<file path="config.mk">
export PLATFORM = sky130hd
export DESIGN_NAME = vram_dump_tx
export DESIGN_NICKNAME = d
export VERILOG_FILES = /design/src/rtl/vram_dump_tx.sv
export SDC_FILE = /design/constraint.sdc
export NUM_CORES = 1
export LEC_CHECK = 0
export CORE_ASPECT_RATIO = 1.75
export CORE_MARGIN = 5
export CORE_UTILIZATION = 42
export CTS_BUF_LIST = sky130_fd_sc_hd__clkbuf_16
export CTS_CLUSTER_DIAMETER = 200
export DETAILED_ROUTE_END_ITERATION = 6
export GPL_TIMING_DRIVEN = 0
export PLACE_DENSITY = 0.67
export SETUP_SLACK_MARGIN = 0.05
export SKIP_LAST_GASP = 1
export SYNTH_ARGS = -nofsm -noshare
export SYNTH_HDL_FRONTEND = slang
export SYNTH_SLANG_ARGS = --single-unit
</file>
<file path="constraint.sdc">
create_clock -name i_clk -period 2.2 [get_ports i_clk]
set_clock_uncertainty 0.15 [all_clocks]
set_input_delay 0.22 -clock i_clk [delete_from_list [all_inputs] [get_ports i_clk]]
set_output_delay 0.22 -clock i_clk [all_outputs]
set_load 0.05 [all_outputs]
</file>
<file path="src/rtl/vram_dump_tx.sv">
// vram_dump_tx: streams the text VRAM out of a UART TX line as 8N1 ASCII,
// one row at a time, each row followed by CR+LF.
// Optional build macro VRAM_DUMP_SANITIZE_EN: non-printable VRAM bytes
// (outside 0x20..0x7E) are sent as a space; CR/LF are never altered.
module vram_dump_tx #(
  parameter int CLKS_PER_BIT = 104,
  parameter int FIRST_COL    = 0,
  parameter int LAST_COL     = 59,
  parameter int FIRST_ROW    = 0,
  parameter int LAST_ROW     = 16,
  parameter int VRAM_RD_LAT  = 1
) (
  input  logic        i_clk,
  input  logic        i_rst_n,
  input  logic        i_start,
  output logic        o_running,
  output logic        o_done,
  output logic [10:0] o_vram_addr,
  output logic        o_vram_ce,
  output logic        o_vram_w,
  input  logic [7:0]  i_vram_dout,
  output logic        o_uart_tx
);

  localparam int                BAUD_W    = $clog2(CLKS_PER_BIT);
  localparam logic [BAUD_W-1:0] BAUD_LAST = BAUD_W'(CLKS_PER_BIT - 1);
  localparam logic [4:0]        ROW_F     = 5'(FIRST_ROW);
  localparam logic [4:0]        ROW_L     = 5'(LAST_ROW);
  localparam logic [5:0]        COL_F     = 6'(FIRST_COL);
  localparam logic [5:0]        COL_L     = 6'(LAST_COL);
  localparam logic [1:0]        WAIT_LAST = 2'(VRAM_RD_LAT - 1);

  typedef enum logic [2:0] {
    S_IDLE, S_RD, S_WAIT, S_SEND, S_EOL_CR, S_EOL_LF, S_DONE
  } state_t;

  state_t            r_state;
  logic [4:0]        r_row;
  logic [5:0]        r_col;
  logic [10:0]       r_addr;
  logic              r_ce;
  logic              r_running;
  logic              r_done;
  logic              r_tx;
  logic [7:0]        r_sh;
  logic [3:0]        r_bit;
  logic [BAUD_W-1:0] r_baud;
  logic [1:0]        r_wcnt;

  logic [7:0]        w_tx_byte;
  logic              w_bit_end;

`ifdef VRAM_DUMP_SANITIZE_EN
  // Cleared cells hold 0x00; map anything non-printable to a space.
  assign w_tx_byte = (i_vram_dout < 8'h20 || i_vram_dout > 8'h7E) ? 8'h20 : i_vram_dout;
`else
  assign w_tx_byte = i_vram_dout;
`endif

  assign w_bit_end = (r_baud == BAUD_LAST);

  // Dump sequencer: address walk, VRAM read, and 8N1 shifter in one FSM.
  // The shift register refills with 1s so the stop bit falls out naturally.
  always_ff @(posedge i_clk or negedge i_rst_n) begin
    if (!i_rst_n) begin
      r_state   <= S_IDLE;
      r_row     <= '0;
      r_col     <= '0;
      r_addr    <= '0;
      r_ce      <= 1'b0;
      r_running <= 1'b0;
      r_done    <= 1'b0;
      r_tx      <= 1'b1;
      r_sh      <= 8'hFF;
      r_bit     <= '0;
      r_baud    <= '0;
      r_wcnt    <= '0;
    end else begin
      r_ce   <= 1'b0;
      r_done <= 1'b0;
      case (r_state)
        S_IDLE: if (i_start) begin
          r_row     <= ROW_F;
          r_col     <= COL_F;
          r_addr    <= {ROW_F, COL_F};
          r_ce      <= 1'b1;
          r_running <= 1'b1;
          r_state   <= S_RD;
        end
        S_RD: begin
          r_wcnt  <= '0;
          r_state <= S_WAIT;
        end
        S_WAIT: begin
          if (r_wcnt == WAIT_LAST) begin
            r_sh    <= w_tx_byte;
            r_tx    <= 1'b0;
            r_bit   <= '0;
            r_baud  <= '0;
            r_state <= S_SEND;
          end else begin
            r_wcnt <= r_wcnt + 2'd1;
          end
        end
        S_SEND, S_EOL_CR, S_EOL_LF: begin
          if (!w_bit_end) begin
            r_baud <= r_baud + 1'b1;
          end else begin
            r_baud <= '0;
            if (r_bit != 4'd9) begin
              r_bit <= r_bit + 4'd1;
              r_tx  <= r_sh[0];
              r_sh  <= {1'b1, r_sh[7:1]};
            end else if (r_state == S_SEND && r_col != COL_L) begin
              r_col   <= r_col + 6'd1;
              r_addr  <= {r_row, r_col + 6'd1};
              r_ce    <= 1'b1;
              r_state <= S_RD;
            end else if (r_state == S_SEND) begin
              r_sh    <= 8'h0D;
              r_tx    <= 1'b0;
              r_bit   <= '0;
              r_state <= S_EOL_CR;
            end else if (r_state == S_EOL_CR) begin
              r_sh    <= 8'h0A;
              r_tx    <= 1'b0;
              r_bit   <= '0;
              r_state <= S_EOL_LF;
            end else if (r_row != ROW_L) begin
              r_row   <= r_row + 5'd1;
              r_col   <= COL_F;
              r_addr  <= {r_row + 5'd1, COL_F};
              r_ce    <= 1'b1;
              r_state <= S_RD;
            end else begin
              r_done    <= 1'b1;
              r_running <= 1'b0;
              r_state   <= S_DONE;
            end
          end
        end
        S_DONE:  r_state <= S_IDLE;
        default: r_state <= S_IDLE;
      endcase
    end
  end

  assign o_running   = r_running;
  assign o_done      = r_done;
  assign o_vram_addr = r_addr;
  assign o_vram_ce   = r_ce;
  assign o_vram_w    = 1'b0;
  assign o_uart_tx   = r_tx;

endmodule

</file>
## After elaboration in Yosys (flattened, before gate mapping)

Cells that the tools add are included.

| word-level totals | value |
|---|---|
| word-level logic and storage cells | 137 |
| output and inout port bits | 16 |
| flip-flop bits (word level) | 50 |

| operators by class | value |
|---|---|
| add/subtract/negate cells | 5 |
| mux-type cells | 82 |
| equality and inequality tests | 24 |
| reduce and logical (&&, ||, !) cells | 14 |

Operators by type and width:

| cell | count |
|---|---|
| $mux 11 | 7 |
| $mux 8 | 6 |
| $mux 6 | 7 |
| $mux 5 | 7 |
| $mux 1 | 27 |
| $mux 3 | 8 |
| $mux 4 | 6 |
| $pmux 11 s2 | 1 |
| $ne 2x2->1 const B | 10 |
| $pmux 8 s2 | 1 |
| $reduce_and 8->1 | 2 |
| $mux 7 | 2 |
| $pmux 7 s2 | 1 |
| $ne 3x3->1 const B | 4 |
| $pmux 3 s4 | 1 |
| $pmux 6 s2 | 1 |
| $pmux 5 s2 | 1 |
| $ne 4x4->1 const B | 2 |
| $pmux 4 s2 | 1 |
| $add 7x1->7 const B | 1 |
| $eq 7x7->1 const B | 1 |
| $reduce_and 7->1 | 1 |
| $add 6x1->6 const B | 1 |
| $eq 3x2->1 const B | 2 |
| 18 further kinds | 24 |

## Depth between registers and ports, before layout

Gate-level depths: netlist of the first run.

| logic depth | value |
|---|---|
| depth after elaboration | 8 |
| mapped depth | 9 |
| gate-level depth less buffers | 8 |

## Least setup slack after synthesis of the first run

OpenSTA, ideal clock, no wires.

| timing | value |
|---|---|
| path kind | register to register |
| from | register r_col[0] |
| to | register r_bit[3] |
| buffers on the path | 1 |
| arrival time | 1.978 ns |
| required time | 1.925 ns |
| cell stages (with the launch flop) | 9 |
| path slack | -0.053 ns |
| setup time | 0.125 ns |
| path through | dfrtp_1 ha_1 and4b_1 nand3_1 a31oi_4 nand2_2 buf_6 o21ai_2 o31ai_2 |

| between the ends | value |
|---|---|
| longest elaborated chain between the ends | 4 |

RTL lines:

| element | line | RTL |
|---|---|---|
| start: declaration | 39 | `logic [5:0] r_col;` |
| start signal: assignment | 115 | `r_col <= r_col + 6'd1;` |
| $ne 6x6->1 | 114 | `end else if (r_state == S_SEND && r_col != COL_L) begin` |
| $logic_and 1x1->1 | 114 |  |
| $ne 3x3->1 (no line) | -- |  |
| $reduce_and 5->1 (no line) | -- |  |
| end signal: assignment | 111 | `r_bit <= r_bit + 4'd1;` |
| end: declaration | 46 | `logic [3:0] r_bit;` |

Every way passes these cells.
A chain may end at the register's enable or synchronous reset.

## Worst setup path after layout of the first run

Ends and elaborated chain as after synthesis.

==> results by group, run 1 <==
Run status
  • Status: finished, final reports clean

Logic synthesis
  • Avg Inst Size Synth: 9.039 sq um
  • Synth top area cells: dfrtp_1 (33%), dfstp_2 (9.0%), nand2_1 (5.6%)
  • Most common cell in the synthesized netlist: nand2_1
  • Synth Cell Area: 2621 sq um
  • Top cell type's share of synthesized area: 33.41%
  • Post-synthesis register bit count: 44
  • Sequential area share after synthesis: 42.43%
  • Synthesized Nets: 308
  • Number of synthesized flops with an enable pin: 0
  • Fraction of registers with async set/reset: 100.0%
  • Mapped Cells: 290
  • Main synth FF type: dfrtp_1
  • Most instantiated cells after synthesis: nand2_1 (39), dfrtp_1 (35), nor2_1 (29)
  • Ys Warns: 0
  • Cell taking the most area after synthesis: dfrtp_1
  • Netlist cell types: 61

Timing
  • Worst Max-Slew Pin Slew: 0.5177 ns
  • Final Critical Period: 2.044 ns
  • Final Cycle Share: 92.93%
  • Max Fclk: 0.4891 GHz
  • Final Hold Vio Count: 0
  • Slew Limit Fails: 0
  • Setup TNS: 0 ns
  • Max-slew headroom: 65.49%
  • Final count of negative-setup-slack endpoints: 0
  • RSZ-0062 raised after global routing: false

Pwr
  • Leak: 1.380 nW
  • Pwr/cell area: 746.2 nW/um^2
  • Share of power burned in registers: 48.5%
  • Int Power: 1.651 mW
  • Fraction of power consumed by combinational cells: 20.6%
  • Sw Share: 30.75%
  • Clock share of power: 30.9%
  • Worst vdd ir: 0.0004998 V
  • P_sw: 0.7332 mW

Finish
  • Layout cells sized above 1: 19.09%
  • Area delta synth->final: 21.91%
  • Nets: 347
  • Final Non-Filler Cells: 410
  • Fillers: 592
  • Antenna fix cells: 0

Critical path
  • CP arrival: 2.07 ns
  • Worst setup path category: reg -> reg
  • Cell depth of the worst flop-to-flop path: 8
  • Req. time, crit path: 2.23 ns
  • Startpoint Class: flip-flop
  • Critical path endpoint category: flip-flop
  • Critical-path maximum fanout: 10

Floorplanning
  • Starting Density: 42.74%
  • Die Ht: 114.5 um
  • Core Area: 6133 sq um
  • Die area: 7983 sq um
  • Rows: 38
  • Boundary pin count: 27
  • Width of the die: 69.72 um

Clocking
  • Root buffer cell: clkbuf_16
  • Clock Path Buffers: 2
  • Inserted Clock Buffers: 5
  • CTS tree: yes
  • H-tree Lvls: 2
  • CTS Sinks: 44
  • Clock Latency Late Sink: 0.29 ns
  • Worst-path clk slew: 0.06 ns

Global routing
  • Gr usage total: 16.31%
  • Initial antenna violation count: 0
  • Grt total ovfl: 0
  • Largest net degree at the start of global routing: 25
  • First-pass GRT wire length: 10.34 mm
  • Vias in the first global route: 2175

Route
  • Vias: 2186
  • Routed wire per std cell: 14.81 um
  • Final WL: 6.072 mm
  • Starting DRT DRC Count: 162
  • Vias per inst: 5.332
  • Antenna Nets Post-Route: 0
  • Detailed Routing Iterations Pass 1: 4
  • DRC viols: 0

Placement
  • Routability cong.: 0.8001
  • DP Cell Count: 396
  • Detail Placement HPWL: 4.478 mm
  • IO Port Bufs: 25

Run
  • Max-cap viol count: 0

Min path
  • Worst min-delay path class: in -> async
## cell type report
cell class	count	area (sq um)	area share, %
multi-input combinational	221	1388	43.42
inverter	11	41.29	1.292
buffer	14	97.59	3.054
sequential	44	1115	34.89
clock buffer	5	125.1	3.915
tap	80	100.1	3.132
clock inverter	3	16.27	0.5090
timing repair buffer	32	312.8	9.789
## layer usage
| metal | vias to the layer above | global-route usage, % | routed length, um |
|---|---|---|---|
| met4 | 0 | 9.079 | 179 |
| met3 | 14 | 3.076 | 135 |
| li1 | 1107 | - | - |
| met2 | 32 | 28.51 | 3171 |
| met5 | - | 0 | 0 |
| met1 | 1033 | 18.59 | 2586 |
## power groups by stage
stage	Clock [mW]	Sequential, mW	Combinational, mW
3_5_place_dp	0	1.17	0.491
2_1_floorplan	0	1.18	0.317
6_report	0.737	1.16	0.490
4_1_cts	0.767	1.15	0.494
5_1_grt	0.796	1.18	0.560
3_3_place_gp	0	1.16	0.468
## repair_timing
| item | CTS | global route |
|---|---|---|
| hold endpoints to repair | 11 | 0 |
| gates resized for setup | 0 | 6 |
| setup endpoints to repair | 0 | 27 |
| buffers inserted | 0 | 5 |
| hold buffers | 1 | 0 |
## cell usage in the layout (no fill, tap or decap), types with 3 or more instances in the layout
cell	synthesis	routed
a21o_1	3	3
buf_2	5	6
nand3b_1	3	3
nand3_1	10	9
buf_6	4	4
clkbuf_16	0	5
ha_1	7	7
dfrtp_1	35	33
o21ai_1	24	24
nand2_1	39	39
o21ai_0	24	24
dfstp_2	9	9
buf_4	2	7
inv_1	10	11
and3_1	8	8
clkdlybuf4s50_1	0	24
a21oi_1	19	19
nor2_1	29	29
a21oi_4	3	3
## stage by stage
stage | util (%) | instance area (sq um) | total power [mW] | hold slack (ns) | setup WS (ns)
after CTS | 51.20 | 3141 | 2.413 | 0.2849 | 0.07970
after global routing | 52.10 | 3196 | 2.538 | 0.3265 | 0.04789
after floorplan | - | 2624 | 1.494 | -0.2256 | 0.1114
after global placement | 48.49 | 2974 | 1.626 | 0.3007 | -0.6421
after detailed placement | 48.74 | 2989 | 1.657 | 0.06980 | 0.08864
final | 52.10 | 3196 | 2.385 | 0.2766 | 0.1556
## state kept, by name (all words and copies together), names as in the netlist
name         count
r_sh             8
r_baud           7
o_vram_addr      6
r_col            5
r_row            5
r_bit            4
r_state          3
r_wcnt           2
o_done           1
o_running        1
o_uart_tx        1
o_vram_ce        1
## path summary, 6_finish.rpt
kind	from	to	slack, ns
hold / removal	i_rst_n	r_baud[2]	0.28
hold reg to reg	r_sh[4]	r_sh[4]	0.31
setup reg to reg	r_col[0]	r_bit[3]	0.16
setup / recovery	r_col[0]	r_bit[3]	0.16
max in group asynchronous	i_rst_n	r_col[1]	1.09
min in group i_clk	r_sh[4]	r_sh[4]	0.31
## cell families (layout without fill, tap and decap cells)
family | count (synthesis) | count (layout) | share of synthesized area (%)
AND/OR/NAND/NOR | 114 | 114 | 23.63
AO/OA/AOI/OAI | 96 | 96 | 24.11
flip-flops | 44 | 44 | 42.43
buffers and inverters | 25 | 65 | 5.250
adder cells (fa/ha/maj) | 7 | 7 | 3.341
multiplexers | 2 | 2 | 0.7638
other | 1 | 1 | 0.1431
XOR/XNOR | 1 | 1 | 0.3342
## critical path, stage by stage (launching register included)
cell	delay [ns]
dfrtp_2	0.39
ha_1	0.22
and4b_2	0.29
nand3_1	0.15
a31oi_4	0.26
nand2_2	0.10
buf_6	0.16
o21ai_2	0.14
o31ai_2	0.07
No activity file was read; power rests on OpenSTA's default activity.
==> run 2: changes to the inputs <==
clock period = 2.4 ns   (was 2.2 ns; I/O delays follow)
==> results by group, run 2 (same netlist as run 1, synthesis figures left out) <==
Timing
  • Setup TNS: 0 ns (unchanged)
  • Final Critical Period: 2.092 ns (+0.04784 ns)
  • Worst setup margin: 0.3077 ns (+0.1522 ns)
  • Slew Limit Fails: 0 (unchanged)
  • Max Fclk: 0.4779 GHz (-2.3%)
  • Final Hold Vio Count: 0 (unchanged)
  • Max-slew headroom: 66.41% (+0.92 points)
  • Worst hold slack: 0.3038 ns (+0.02715 ns)
  • Worst Max-Slew Pin Slew: 0.5024 ns (-0.01535 ns)
  • Final count of negative-setup-slack endpoints: 0 (unchanged)
  • Final Cycle Share: 87.18% (-5.8 points)
  • RSZ-0062 raised after global routing: false

Critical path
  • CP max-delay cell: dfrtp_1
  • Critical path endpoint category: flip-flop
  • Worst reg2reg startpoint: r_bit[1]
  • Cell depth of the worst flop-to-flop path: 8 (unchanged)
  • Critical path's top delay family: simple AND/OR/NAND/NOR gates
  • Cells along the critical path: inv_1, ha_1, and3b_2, nand4_4, nor3_2, nor2_1, nor2_1, nor2_1
  • Req. time, crit path: 2.43 ns (+0.20 ns)
  • CP peak stage delay: 0.41 ns (+0.02 ns)
  • Buf+Inv Stages, Crit Path: 1 (unchanged)
  • Worst setup path category: reg -> reg
  • CP most frequent cell: nor2_1
  • Critical-path maximum fanout: 6 (-4)
  • Capturing point of the worst reg2reg path: r_row[2]
  • Startpoint Class: flip-flop
  • Flop2flop setup slack: 0.31 ns (+0.15 ns)
  • CP arrival: 2.12 ns (+0.05 ns)

Floorplanning
  • Die area: 7983 sq um (unchanged)
  • Die Ht: 114.5 um (unchanged)
  • Rows: 38 (unchanged)
  • Starting Density: 42.74% (unchanged)
  • Core Area: 6133 sq um (unchanged)
  • Boundary pin count: 27 (unchanged)
  • Width of the die: 69.72 um (unchanged)

Finish
  • Final Non-Filler Cells: 405 (-1.2%)
  • Final Instance Area: 3134 sq um (-1.9%)
  • FF/Latch Area: 1112 sq um (-0.22%)
  • Utilization after layout: 51.10% (-1.0 points)
  • Nets: 342 (-1.4%)
  • Fillers: 582 (-1.7%)
  • Commonest non-fill, non-tap cell in the layout: nand2_1
  • Top reg by flops: r_sh
  • Antenna fix cells: 0 (unchanged)
  • Layout cells sized above 1: 16.00% (-3.1 points)
  • Area delta synth->final: 19.57%
  • Area of the multi-input gates: 1371 sq um (-1.2%)
  • Most frequent cells in the layout: nand2_1 (39), dfrtp_1 (35), nor2_1 (29)
  • Max reg flops: 8 (unchanged)

Run status
  • Status: finished, final reports clean

Run
  • Max-cap viol count: 0 (unchanged)

Global routing
  • Vias in the first global route: 2271 (+4.4%)
  • Gr usage total: 16.92% (+0.61 points)
  • Grt total ovfl: 0 (unchanged)
  • Largest net degree at the start of global routing: 25 (unchanged)
  • Initial antenna violation count: 0 (unchanged)
  • First-pass GRT wire length: 10.85 mm (+4.9%)

Route
  • Starting DRT DRC Count: 111 (-31%)
  • Vias: 2232 (+2.1%)
  • Antenna Nets Post-Route: 0 (unchanged)
  • Detailed Routing Iterations Pass 1: 5 (+1)
  • Routed wire per std cell: 15.51 um (+4.8%)
  • DRC viols: 0 (unchanged)
  • Vias per inst: 5.511 (+3.4%)
  • Final WL: 6.283 mm (+3.5%)

Clocking
  • Clock Path Buffers: 2 (unchanged)
  • Root buffer cell: clkbuf_16
  • Worst-path clk slew: 0.06 ns (about the same)
  • Inserted Clock Buffers: 5 (unchanged)
  • CTS tree: yes
  • CTS Sinks: 44 (unchanged)
  • Clock Latency Late Sink: 0.29 ns (about the same)
  • H-tree Lvls: 2 (unchanged)

Pwr
  • Leak: 1.358 nW (-1.6%)
  • Power Total: 2.159 mW (-9.5%)
  • Pwr/cell area: 688.7 nW/um^2 (-7.7%)
  • Worst vdd ir: 0.0005570 V (+11%)

Placement
  • Routability cong.: 0.7921 (-1.0%)
  • IO Port Bufs: 25 (unchanged)
  • Place WS: 0.3069 ns (+0.2183 ns)
  • Detail Placement HPWL: 4.600 mm (+2.7%)
  • DP Cell Count: 396 (unchanged)
  • Placed Area: 2987 sq um (about the same)

Min path
  • Worst min-delay path class: in -> async
-- run 2: final cells by class --
cell class	count	area share, %
multi-input combinational	221	43.75
sequential	44	35.49
timing repair buffer	27	8.782
clock buffer	5	3.992
tap	80	3.194
buffer	14	3.074
inverter	11	1.317
clock inverter	3	0.3992
-- run 2: worst register-to-register path, stage by stage, from the launching register on --
cell and delay, ns:
dfrtp_1 0.41, inv_1 0.07, ha_1 0.16, and3b_2 0.28, nand4_4 0.17, nor3_2 0.37
nor2_1 0.19, nor2_1 0.14, nor2_1 0.05
-- run 2: metal layers --
layer / share of wire [%] / vias to the layer above / track usage, %
li1: - / 1093 / -
met5: 0 / - / 0
met2: 53 / 35 / 30.55
met3: 2.9 / 10 / 3.866
met1: 42 / 1094 / 19.09
met4: 1.9 / 0 / 6.905
-- run 2: report_power, final --
part           leakage, nW  switching [mW]  internal, mW  total [mW]
combinational        0.749           0.236         0.206       0.441
sequential           0.533           0.134         0.926        1.06
clock               0.0762           0.280         0.376       0.657
-- run 2: what timing repair did --
action                                 CTS  global route
hold buffers                             1             0
setup buffers                            0             0
gates resized for setup                  0             0
endpoints found under the hold margin   20             0
-- run 2: worst max-delay path by stage --
stage / startpoint / end / slack (ns) / cells past startpoint
2_1_floorplan: r_col[0] / r_bit[3] / 0.15 / 8
3_3_place_gp: i_rst_n / r_state[2] / -0.29 / 1
3_5_place_dp: r_baud[0] / r_bit[3] / 0.31 / 8
4_1_cts: r_bit[1] / r_row[2] / 0.29 / 8
5_1_grt: r_baud[0] / r_sh[2] / 0.12 / 8
6_report: r_bit[1] / r_row[2] / 0.31 / 8
